===== config.mk =====
export PLATFORM = sky130hd
export DESIGN_NAME = pipe_stage_buf
export DESIGN_NICKNAME = d
export VERILOG_FILES = /design/src/rtl/cpu_types_pkg.sv /design/src/rtl/pipe_stage_pkg.sv /design/src/rtl/sat_counter.sv /design/src/rtl/pipe_stage_buf.sv
export SDC_FILE = /design/constraint.sdc
export NUM_CORES = 1
export LEC_CHECK = 0
export BUFFER_PORTS_ARGS = -buffer_cell sky130_fd_sc_hd__buf_2
export CORE_UTILIZATION = 52
export CTS_BUF_LIST = sky130_fd_sc_hd__clkbuf_8
export CTS_CLUSTER_DIAMETER = 200
export DETAILED_ROUTE_END_ITERATION = 8
export PLACE_DENSITY = 0.78
export SLEW_MARGIN = 10
export SYNTH_ARGS = -nofsm -noshare
export SYNTH_HDL_FRONTEND = slang
export SYNTH_SLANG_ARGS = --single-unit

===== constraint.sdc =====
create_clock -name CLK -period 2.17 [get_ports CLK]
set_input_delay 0.434 -clock CLK [delete_from_list [all_inputs] [get_ports CLK]]
set_output_delay 0.434 -clock CLK [all_outputs]
set_load 0.02 [all_outputs]

===== src/rtl/cpu_types_pkg.sv =====
`default_nettype none
// +--------------------------------------------------------------------+
// | cpu_types_pkg : shared CPU word types used by pipeline payloads     |
// | Rev 1.0                                                             |
// +--------------------------------------------------------------------+
package cpu_types_pkg;
  localparam int WORD_W = 32;
  typedef logic [WORD_W-1:0] word_t;
endpackage
`default_nettype wire


===== src/rtl/pipe_stage_pkg.sv =====
`default_nettype none
// +--------------------------------------------------------------------+
// | pipe_stage_pkg : state encoding and default widths for stage buffer |
// | Rev 1.0                                                             |
// +--------------------------------------------------------------------+
package pipe_stage_pkg;
  typedef enum logic [1:0] {
    EMPTY = 2'd0,
    ONE   = 2'd1,
    TWO   = 2'd2
  } stage_state_t;

  localparam int DEF_DATA_W = $bits(cpu_types_pkg::word_t);
  localparam int DEF_SKID   = 1;
  localparam int DEF_CNT_W  = 16;
endpackage
`default_nettype wire


===== src/rtl/sat_counter.sv =====
`default_nettype none
// +--------------------------------------------------------------------+
// | sat_counter : event counter that sticks at its all-ones value       |
// | Rev 1.0                                                             |
// +--------------------------------------------------------------------+
module sat_counter #(
  parameter int CNT_W = 16
) (
  input  logic             CLK,
  input  logic             RST,
  input  logic             inc,
  output logic [CNT_W-1:0] count
);

  logic [CNT_W-1:0] r_count;

  always_ff @(posedge CLK) begin
    if (RST) begin
      r_count <= '0;
    end else if (inc && (r_count != '1)) begin
      r_count <= r_count + CNT_W'(1);
    end
  end

  assign count = r_count;

endmodule
`default_nettype wire


===== src/rtl/pipe_stage_buf.sv =====
`default_nettype none
// +--------------------------------------------------------------------+
// | pipe_stage_buf : valid/ready stage register, optional skid, flush   |
// | Rev 1.0                                                             |
// +--------------------------------------------------------------------+
module pipe_stage_buf
  import pipe_stage_pkg::*;
#(
  parameter int DATA_W = DEF_DATA_W,
  parameter int SKID   = DEF_SKID,
  parameter int CNT_W  = DEF_CNT_W
) (
  input  logic              CLK,
  input  logic              RST,
  input  logic              in_valid,
  output logic              in_ready,
  input  logic [DATA_W-1:0] in_data,
  output logic              out_valid,
  input  logic              out_ready,
  output logic [DATA_W-1:0] out_data,
  input  logic              flush,
  output logic [CNT_W-1:0]  stall_cnt,
  output logic [CNT_W-1:0]  bubble_cnt,
  output logic [CNT_W-1:0]  flush_cnt
);

  stage_state_t      r_state;
  stage_state_t      w_state_nxt;
  logic [DATA_W-1:0] r_main;
  logic [DATA_W-1:0] w_main_nxt;
  logic [DATA_W-1:0] w_skid_q;
  logic              w_out_valid;
  logic              w_accept;
  logic              w_release;

  assign w_out_valid = (r_state != EMPTY);
  assign out_valid   = w_out_valid;
  assign out_data    = r_main;
  assign w_accept    = in_valid & in_ready;
  assign w_release   = w_out_valid & out_ready;

  always_comb begin
    w_state_nxt = r_state;
    w_main_nxt  = r_main;
    if (flush) begin
      w_state_nxt = EMPTY;
    end else begin
      case (r_state)
        EMPTY: begin
          if (w_accept) begin
            w_state_nxt = ONE;
            w_main_nxt  = in_data;
          end
        end
        ONE: begin
          if (w_accept && w_release) begin
            w_main_nxt = in_data;
          end else if (w_accept) begin
            // Only reachable with a skid slot; the latch variant cannot accept here.
            if (SKID != 0) w_state_nxt = TWO;
          end else if (w_release) begin
            w_state_nxt = EMPTY;
          end
        end
        TWO: begin
          if (w_release) begin
            w_state_nxt = ONE;
            w_main_nxt  = w_skid_q;
          end
        end
        default: w_state_nxt = EMPTY;
      endcase
    end
  end

  always_ff @(posedge CLK) begin
    if (RST) begin
      r_state <= EMPTY;
      r_main  <= '0;
    end else begin
      r_state <= w_state_nxt;
      r_main  <= w_main_nxt;
    end
  end

  generate
    if (SKID != 0) begin : g_skid
      logic [DATA_W-1:0] r_skid;
      logic              r_in_ready;
      logic              w_skid_load;

      // Second entry lands in the skid slot while the head stays put.
      assign w_skid_load = ~flush & (r_state == ONE) & w_accept & ~w_release;

      always_ff @(posedge CLK) begin
        if (RST) begin
          r_skid     <= '0;
          r_in_ready <= 1'b1;
        end else begin
          if (w_skid_load) r_skid <= in_data;
          r_in_ready <= (w_state_nxt != TWO);
        end
      end

      assign in_ready = r_in_ready;
      assign w_skid_q = r_skid;
    end else begin : g_latch
      assign in_ready = ~w_out_valid | out_ready;
      assign w_skid_q = '0;
    end
  endgenerate

  logic w_stall_inc;
  logic w_bubble_inc;
  logic w_flush_inc;

  assign w_stall_inc  = w_out_valid & ~out_ready;
  assign w_bubble_inc = ~w_out_valid & ~flush;
  assign w_flush_inc  = flush & w_out_valid;

  sat_counter #(.CNT_W(CNT_W)) u_stall_cnt (
    .CLK   (CLK),
    .RST   (RST),
    .inc   (w_stall_inc),
    .count (stall_cnt)
  );

  sat_counter #(.CNT_W(CNT_W)) u_bubble_cnt (
    .CLK   (CLK),
    .RST   (RST),
    .inc   (w_bubble_inc),
    .count (bubble_cnt)
  );

  sat_counter #(.CNT_W(CNT_W)) u_flush_cnt (
    .CLK   (CLK),
    .RST   (RST),
    .inc   (w_flush_inc),
    .count (flush_cnt)
  );

endmodule
`default_nettype wire


-- Word-level counts from Yosys, hierarchy flattened
Cells that the tools add are included.
- add/sub/neg operators: 3
- equality and inequality tests: 9
- mux-type cells: 11
- bitwise operators: 12
- reduce and logical (&&, ||, !) cells: 8
- operators with widths (kind ; count):
    two-way mux 32 bit ; 3
    case mux 32 bit (3 select lines) ; 1
    adder 16 x 1 -> 16 bit (second input constant) ; 3
    inequality test 16 bit (second input constant) ; 3
    two-way mux 2 bit ; 6
    AND 1 bit ; 8
    inequality test 2 bit (second input constant) ; 4
    case mux 2 bit (3 select lines) ; 1
    AND reduction 5 bit ; 1
    logical AND 1 bit ; 4
    NOT 1 bit ; 4
    nonzero test 3 bit ; 1
    == test 2 x 1 -> 1 bit (second input constant) ; 1
    == test 2 bit (second input constant) ; 1
    logical NOT 2 bit ; 1
    nonzero test 2 bit ; 1
- register bits after elaboration: 115
- word-level logic and storage cells: 50

-- Depth between registers and ports, before layout
- depth in word-level cells: 8
- depth in mapped cells: 7
- depth with buffers taken out: 5

-- Hierarchy
From an unflattened synthesis, not the netlist that was laid out.
- cells, all modules: 602
- area, all modules: 5230.0 µm²
- modules (own cells, without submodules) (module ; times used ; cells each ; area an instance (µm²) ; seq. area each (µm²)):
    pipe_stage_buf ; 1 ; 305 ; 2685.1 ; 1341.3
    sat_counter ; 3 ; 99 ; 848.3 ; 320.3

-- Worst setup path before layout
Ideal clock, no wire load.
- path type: reg-to-reg
- start: register u_flush_cnt.r_count[0] (netlist: u_flush_cnt.count[0])
- end: register u_flush_cnt.r_count[1] (netlist: u_flush_cnt.count[1])
- library setup time: 0.115 ns
- data arrival time: 1.922 ns
- required time: 2.055 ns
- setup slack: 0.133 ns
- stages on the path, launching flop included: 7
- path buffers: 1
- cell sequence: dfxtp_1 > ha_1 > nand4_1 > nor4b_1 > clkbuf_1 > nor3b_1 > o21ba_2
- word-level cells in the longest chain between the ends: 2
- elaborated cells on any way between the ends: 3
- classes of those cells: 1 x add/sub; 1 x eq/ne; 1 x reduce/logical
- RTL lines (what ; line ; RTL):
    start: declaration ; sat_counter.sv:15 ; logic [CNT_W-1:0] r_count;
    start signal: assignment ; sat_counter.sv:21 ; r_count <= r_count + CNT_W'(1);
    parallel branches: the longest is 2 deep, another holds adder 16 x 1 -> 16 bit ; n/a ;
Parallel ways; which one is timed is not known.
A chain may end at the register's enable or synchronous reset.

-- Final worst setup path
- start: register u_stall_cnt.r_count[2] (netlist: u_stall_cnt.count[2])
- end: register u_stall_cnt.r_count[9] (netlist: u_stall_cnt.count[9])
- word-level cells in the longest chain between the ends: 2
- elaborated cells on any way between the ends: 3
- classes of those cells: 1 x add/sub; 1 x eq/ne; 1 x reduce/logical
- RTL lines (what ; line):
    start: declaration ; sat_counter.sv:15
    start signal: assignment ; sat_counter.sv:21
    parallel branches: the longest is 2 deep, another holds adder 16 x 1 -> 16 bit ; n/a
Parallel ways; which one is timed is not known.

==> results.json <==
{
  "placed_cells": 846,
  "gp_congestion": 0.880,
  "fin_skew_ps": 11.1,
  "peakVddDrop_v": 0.000727,
  "finalCritPeriodShare_pct": 90.4,
  "syn_inst": 627,
  "cts_sinks": 115,
  "grt_usage_pct": 25.5,
  "yosysTopAreaCell": "dfxtp_1",
  "grtUsageMet2_pct": 42.9,
  "hold_viol": 0,
  "max-slew-margin-rel_pct": 49.4,
  "antenna_found_initial": 0,
  "ys_types": 44,
  "async_flop_share_pct": 0,
  "status": "complete, no violations",
  "fin_total_pwr_uw": 4810,
  "fmax_ghz": 0.510,
  "synth-edff-count": 0,
  "vias_per_cell": 5.65,
  "drt-pass1-iter-count": 6,
  "fill_cells": 820,
  "post-cts-setup-buffers": 0,
  "syn_nets": 667,
  "tightestPinTransition_ps": 759,
  "grt_use_met1_pct": 30.0,
  "io_buffer_count": 118,
  "synth_top_area_share_pct": 45.8,
  "finish.utilization_pct": 66.8,
  "post_cts_resize_count": 0,
  "fp.dieW_um": 100,
  "root_buffer": "clkbuf_8",
  "final_cells": 878,
  "first_iter_violations": 257,
  "start_util_pct": 54.2,
  "routed_wl_um": 12400,
  "final-setup-viol-count": 0,
  "avgRoutedWirePerCell_um": 14.1,
  "crit_fanout": 8,
  "final_nets": 776,
  "p_leak_uw": 0.00243,
  "grt_max_degree": 75,
  "die_area_um2": 10100,
  "synthTopCellsByArea": "dfxtp_1, nand2_1, a21oi_1",
  "synth_flop_cell": "dfxtp_1",
  "seqCellArea_um2": 2300,
  "mappedNetlistArea_um2": 5030,
  "ys_seq_area_share_pct": 45.8,
  "grt_pass1_vias": 4617,
  "core-area_um2": 9280,
  "grt-busiest-layer": "met2",
  "area_delta_synth_final_pct": 23.4,
  "power.density_nw_per_um2": 775,
  "crit_path_start_kind": "register",
  "drc_errors": 0,
  "cts_hold_buf": 0,
  "ys_warn_count": 0,
  "io_pins": 119,
  "drive_gt1_share_pct": 24.3,
  "diodes": 0,
  "numCtsBuffers": 17,
  "syn_area_per_cell_um2": 8.02,
  "synth_seq_cells": 115,
  "tns_ps": 0,
  "clkLatencyLatePin_ps": 430,
  "drv_slew": 0,
  "path_clk_slew_ps": 80,
  "period_needed_ps": 1960,
  "std_cell_rows": 35,
  "cp.required_ps": 2530,
  "num_vias": 4964,
  "grt_pass1_wl_um": 20600,
  "ant_nets": 0,
  "htree_levels": 4,
  "dp.final_hpwl_um": 7990,
  "cts_tree": "built",
  "critPathArrivalTime_ps": 2320,
  "drv_cap": 0,
  "overflow": 0,
  "die_h_um": 100,
  "crit_type": "register to register",
  "multiInputGateArea_um2": 2550,
  "whs_ps": 238,
  "critPathCaptureType": "register",
  "hp-class": "primary input to register",
  "grt_setup_unrepaired": "no",
  "use_met3_pct": 8.15,
  "clockBufferDepth": 2
}
[path summary, 6_finish.rpt]
check / start / end / slack, ps / depth (start not counted)
min reg2reg: g_skid.r_skid[3] / g_skid.r_skid[3] / 460 / 2
max reg2reg: u_stall_cnt.count[2] / u_stall_cnt.count[9] / 210 / 5
min: out_ready / r_state[1] / 240 / 2
max: u_stall_cnt.count[2] / u_stall_cnt.count[9] / 210 / 5
[worst max-delay path: stages (launching register included)]
cell and delay, ps:
dfxtp_1 450, nand4_2 190, or4_1 580, buf_4 190, or3_1 350, a21oi_1 140
[cells in the mapped netlist (9+ instances only)]
| cell type | count |
|---|---|
| or3_1 | 26 |
| nor2_1 | 43 |
| nand4_1 | 18 |
| clkbuf_1 | 34 |
| a21oi_1 | 67 |
| o31ai_1 | 9 |
| nand3_1 | 15 |
| a311oi_1 | 32 |
| dfxtp_1 | 115 |
| nand2_1 | 143 |
| o21ai_0 | 26 |
| nor3_1 | 11 |
[routing by layer]
metal,vias up,share of wire [%]
li1,2477,-
met1,2352,44
met2,119,49
met3,16,5.4
met4,0,1.5
met5,-,0
[area by class of cell]
class	count	area share (%)
well taps	129	2.60
multi-input cells	465	41.1
clock inverters	15	3.51
flip-flops and latches	115	37.1
repair buffers	132	11.7
clock buffers	17	3.77
inverters	5	0.302
[where the power goes]
part | total (µW) | internal [µW] | switching, µW
combinational | 350 | 129 | 221
clock | 2260 | 1290 | 973
sequential | 2200 | 2160 | 36.9
[kinds of logic after synthesis]
| group | share of synthesized area [%] |
|---|---|
| AO/OA/AOI/OAI | 19.1 |
| XOR/XNOR | 0.697 |
| adder cells (fa/ha/maj) | 0.746 |
| buffers and inverters | 3.71 |
| flip-flops | 45.8 |
| multiplexers | 1.32 |
| AND/OR/NAND/NOR | 28.6 |
[flip-flops by register name (all words and copies together), names as in the netlist]
name                cells
g_skid.r_skid          32
out_data               32
u_bubble_cnt.count     16
u_flush_cnt.count      16
u_stall_cnt.count      16
r_state                 2
in_ready                1
[per-stage QoR]
stage / worst slack, ps / area [µm²]
5_1_grt: 83.1 / 6210
3_5_place_dp: 192 / 5750
4_1_cts: 214 / 6210
2_1_floorplan: 133 / 5030
6_report: 209 / 6210
3_3_place_gp: 229 / 5750
[placed cells by master, fill, tap and decap left out, types with 4 or more instances in the layout]
cell type,count
or4_1,8
nand2b_1,4
clkbuf_8,17
bufinv_16,4
buf_4,13
nor2b_1,6
o31ai_1,9
or3_1,26
a21oi_1,67
mux2_2,5
inv_6,7
nand2_1,143
a311oi_1,32
and3_1,5
nand3_1,15
nand4_1,18
nor2_1,43
nor4_1,5
o21ai_0,26
and4_1,5
dfxtp_1,115
nor3_1,10
buf_2,117
inv_1,5
(Power assumes the default switching activity.)
